--- config.mk ---
export PLATFORM = sky130hd
export DESIGN_NAME = fir_coef_loader
export DESIGN_NICKNAME = d
export VERILOG_FILES = /design/src/rtl/fir_coef_loader.sv
export SDC_FILE = /design/constraint.sdc
export NUM_CORES = 1
export LEC_CHECK = 0
export CAP_MARGIN = 20
export CORE_UTILIZATION = 40
export DETAILED_ROUTE_END_ITERATION = 6
export HOLD_SLACK_MARGIN = 0.05
export REMOVE_ABC_BUFFERS = 1
export SYNTH_ARGS = -nofsm -noshare
export SYNTH_HDL_FRONTEND = slang
export SYNTH_SLANG_ARGS = --single-unit
--- constraint.sdc ---
create_clock -name i_clk -period 16.26 [get_ports i_clk]
set_input_delay 4.065 -clock i_clk [delete_from_list [all_inputs] [get_ports i_clk]]
set_output_delay 4.065 -clock i_clk [all_outputs]
set_load 0.1 [all_outputs]
--- src/rtl/fir_coef_loader.sv ---
// Stages a burst of NUM_TAPS coefficients in a shadow bank and commits them atomically to the tap weight bus.
// Optional build macro FIR_COEF_REVERSE_EN: beat j lands in tap NUM_TAPS-1-j instead of tap j.
module fir_coef_loader #(
    parameter int DATA_WIDTH = 24,
    parameter int NUM_TAPS   = 8,
    parameter int IDX_WIDTH  = 3
) (
    input  logic                           i_clk,
    input  logic                           i_rst,
    input  logic                           i_start,
    input  logic                           i_abort,
    input  logic [DATA_WIDTH-1:0]          iv_coef,
    input  logic                           i_coef_valid,
    output logic                           o_coef_ready,
    output logic                           o_busy,
    output logic                           o_done,
    output logic                           o_weights_valid,
    output logic [DATA_WIDTH*NUM_TAPS-1:0] ov_weights
);

    typedef enum logic [1:0] {
        IDLE   = 2'd0,
        LOAD   = 2'd1,
        COMMIT = 2'd2
    } state_t;

    localparam logic [IDX_WIDTH-1:0] LAST_IDX = IDX_WIDTH'(NUM_TAPS - 1);

    state_t                 state_reg, state_next;
    logic [IDX_WIDTH-1:0]   idx_reg, idx_next;
    logic [IDX_WIDTH-1:0]   wr_addr;
    logic                   beat_accept;
    logic                   commit;
    logic                   coef_ready_reg;
    logic                   busy_reg;
    logic                   done_reg;
    logic                   weights_valid_reg;
    logic [DATA_WIDTH-1:0]  shadow_reg  [NUM_TAPS];
    logic [DATA_WIDTH-1:0]  weights_reg [NUM_TAPS];

    // Abort wins over a simultaneous beat, so that beat is never written.
    assign beat_accept = (state_reg == LOAD) && i_coef_valid && !i_abort;
    assign commit      = (state_reg == COMMIT);

`ifdef FIR_COEF_REVERSE_EN
    assign wr_addr = LAST_IDX - idx_reg;
`else
    assign wr_addr = idx_reg;
`endif

    always_comb begin
        state_next = state_reg;
        idx_next   = idx_reg;
        unique case (state_reg)
            IDLE: begin
                if (i_start) begin
                    state_next = LOAD;
                    idx_next   = '0;
                end
            end
            LOAD: begin
                if (i_abort) begin
                    state_next = IDLE;
                    idx_next   = '0;
                end else if (beat_accept) begin
                    if (idx_reg == LAST_IDX) begin
                        state_next = COMMIT;
                        idx_next   = '0;
                    end else begin
                        idx_next = idx_reg + 1'b1;
                    end
                end
            end
            COMMIT: begin
                state_next = IDLE;
            end
            default: begin
                state_next = IDLE;
                idx_next   = '0;
            end
        endcase
    end

    // Handshake/status outputs are registered from the next state so they track the state register exactly.
    always_ff @(posedge i_clk or posedge i_rst) begin
        if (i_rst) begin
            state_reg         <= IDLE;
            idx_reg           <= '0;
            coef_ready_reg    <= 1'b0;
            busy_reg          <= 1'b0;
            done_reg          <= 1'b0;
            weights_valid_reg <= 1'b0;
        end else begin
            state_reg         <= state_next;
            idx_reg           <= idx_next;
            coef_ready_reg    <= (state_next == LOAD);
            busy_reg          <= (state_next != IDLE);
            done_reg          <= commit;
            weights_valid_reg <= weights_valid_reg | commit;
        end
    end

    generate
        for (genvar gi = 0; gi < NUM_TAPS; gi++) begin : g_tap
            always_ff @(posedge i_clk or posedge i_rst) begin
                if (i_rst) begin
                    shadow_reg[gi] <= '0;
                end else if (beat_accept && (wr_addr == IDX_WIDTH'(gi))) begin
                    shadow_reg[gi] <= iv_coef;
                end
            end

            always_ff @(posedge i_clk or posedge i_rst) begin
                if (i_rst) begin
                    weights_reg[gi] <= '0;
                end else if (commit) begin
                    weights_reg[gi] <= shadow_reg[gi];
                end
            end

            assign ov_weights[gi*DATA_WIDTH +: DATA_WIDTH] = weights_reg[gi];
        end
    endgenerate

    assign o_coef_ready    = coef_ready_reg;
    assign o_busy          = busy_reg;
    assign o_done          = done_reg;
    assign o_weights_valid = weights_valid_reg;

endmodule

==> flow_summary_export.csv <==
group,metric,value,unit
global_routing,antenna_found_initial,0,
logic_synthesis,synth_xor_area_frac,0,
route,viasPerCell,4.90,
logic_synthesis,syn_avg_cell_area,17.3,µm²
pwr,power_density,116,nW/µm²
timing,rsz0062_at_grt,"false",
worst_setup_path,crit_type,"reg -> out",
route,drtPass1Iterations,3,
logic_synthesis,yosys_register_bits,393,
logic_synthesis,yosys.area_share.simple,0.00954,
route,routed_wl,31.2,mm
logic_synthesis,synth_cells,855,
clocking,clock-sinks,393,
logic_synthesis,yosys.area.top_type,"dfrtp_1",
timing,setup_violations,0,
flow_run,drv_cap,0,
worst_setup_path,end_kind,"output port",
timing,final.setup_skew,0.0148,ns
worst_setup_path,cp_cell_sequence,"clkdlybuf4s50_1",
clocking,cts_tree,"done",
floorplanning,pin_count,225,
worst_setup_path,cp-start-kind,"flip-flop",
worst_setup_path,slowest_stage,"clkdlybuf4s50_1",
cells_and_area,post-route-util,0.519,
cells_and_area,n_antenna_cell,0,
worst_setup_path,reg2regPathDepth,3,
logic_synthesis,ys_warn_count,0,
logic_synthesis,synth_top_area_share,0.664,
timing,period_minus_slack,6.15,ns
global_routing,grt_pass1_vias,8302,
floorplanning,die-height,194,µm
logic_synthesis,synth_compound_area_frac,0.00431,
worst_setup_path,r2r_slack,13.38,ns
route,postRouteAntennaNets,0,
timing,hold_viol,0,
clocking,cts-htree-levels,2,
logic_synthesis,synth_top_family_by_area,"multiplexers",
worst_setup_path,regToRegStartpoint,"state_reg[0]",
worst_setup_path,crit_required,12.19,ns
min_path,hold_end,"o_weights_valid",
logic_synthesis,synth_area,14800,µm²
floorplanning,rows,70,
worst_setup_path,critPathTopFamily,"buffers and inverters",
worst_setup_path,cp.arrival,2.08,ns
logic_synthesis,synthTopCellsByArea,"dfrtp_1, mux2_2, mux2_4",
clocking,cts_buffer_depth,3,
cells_and_area,drive_gt1_frac,0.413,
pwr,ir_drop,75.7,µV
route,wl_per_cell,19.6,µm
clocking,ctsResizeCount,0,
clocking,clkSlewWorstSetupHoldPaths,0.06,ns
placed_design,io_buffer_count,224,
timing,drv_slew,0,
status,outcome,"completed",
cells_and_area,syn_to_final_growth,27.8,%
cells_and_area,final_common_cell,"dfrtp_1",
logic_synthesis,synthMuxAreaShare,0.297,
logic_synthesis,yosysUniqueCellTypes,28,
route,drt_iter0_markers,219,
pwr,leakagePower,0.00925,µW
timing,period_share,0.378,
floorplanning,die-area,37800,µm²
min_path,hp-start,"o_weights_valid",
min_path,min_path_cells,1,
floorplanning,initial_core_util,0.406,
clocking,root_buffer,"clkbuf_16",
clocking,clk_latency,0.53,ns
timing,worstMarginPinSlew,1.08,ns
clocking,cts_setup_buffers,0,
global_routing,grt.overflow.total,0,
clocking,cts_buffers,43,
logic_synthesis,synth_fa_ha_area_frac,0.00507,
global_routing,grt_usage,0.170,
timing,fmax,163,MHz
cells_and_area,layout_common_cells,"dfrtp_1, mux2_2, clkdlybuf4s50_1",
route,vias,7801,
worst_setup_path,crit_buf_inv,1,
cells_and_area,fin_nets,1124,
timing,setup_tns,0,ns
placed_design,hpwl,18.4,mm
min_path,hold_class,"reg -> reg",
timing,slew_headroom,0.279,
worst_setup_path,critPathMaxFanout,2,
clocking,cts_hold_buf,0,
logic_synthesis,yosysSeqAreaShare,0.664,
route,drc,0,
floorplanning,core,36500,µm²
worst_setup_path,max_stage_delay,1.19,ns
worst_setup_path,cp.depth,1,
floorplanning,die_w,194,µm
global_routing,grt_max_degree,184,
placed_design,gp_congestion,0.700,
global_routing,grt_pass1_wl,49.9,mm
worst_setup_path,reg2reg_to,"ov_weights[164]",
==> layer usage <==
metal  wire, µm  global-route usage  vias up
met5          0                   0        -
met3       1930              0.0508       40
met1      14500               0.231     4090
met2      14300               0.265      160
met4        480              0.0420        0
li1           -                   -     3511
==> worst max path at each step <==
stage | from | slack, ns | end
global route | i_abort | 10.04 | shadow_reg[180]
CTS | ov_weights[9] | 10.07 | ov_weights[9]
detailed placement | i_abort | 9.57 | shadow_reg[178]
global placement | i_abort | 9.58 | shadow_reg[178]
finish | ov_weights[55] | 10.11 | ov_weights[55]
floorplan | i_rst | 1.27 | idx_reg[0]
==> per-stage QoR <==
| step | std cells | hold slack, ns | worst slack (ns) | power [µW] | area [µm²] |
|---|---|---|---|---|---|
| floorplan | 813 | 0.452 | 1.27 | 1190 | 14500 |
| global route | 1591 | 0.496 | 10.04 | 2290 | 18900 |
| CTS | 1590 | 0.468 | 10.07 | 2230 | 18900 |
| detailed placement | 1511 | 0.453 | 9.57 | 1230 | 17400 |
| global placement | 1511 | 0.452 | 9.58 | 1220 | 17400 |
| finish | 1591 | 0.460 | 10.11 | 2200 | 18900 |
==> report_power, final <==
group | internal, µW | switching [µW]
combinational | 75.1 | 55.4
clock | 614 | 376
sequential | 1050 | 33.2
total | 1740 | 465
==> cell usage after synthesis (all sizes together) <==
cell / n
or2b: 1
and3: 2
inv: 5
ha: 6
o31ai: 1
clkbuf: 2
a21o: 1
nand3b: 1
buf: 40
a21oi: 3
nor3: 1
and4bb: 1
nor3b: 1
nand2b: 1
nand2: 2
and2b: 1
o21a: 1
or4b: 1
a22o: 3
dfrtp: 393
mux2: 384
nor2: 1
or2: 1
nand3: 2
==> cell type report <==
type                    instances  area [µm²]
well taps                     468         586
inverters                       5        26.3
flip-flops and latches        393        9830
multi-input cells             415        4700
clock inverters                 9         124
repair buffers                231        2330
clock buffers                  70        1350
fillers                      3084       17600
==> logic make-up (layout without fill, tap and decap cells) <==
group	count (synthesis)	in the layout
flops	393	393
mux	384	384
buf+inv	47	315
simple gates	16	16
compound gates	9	9
fa+ha+maj	6	6
Note: power is estimated with default switching activity, not from simulation.
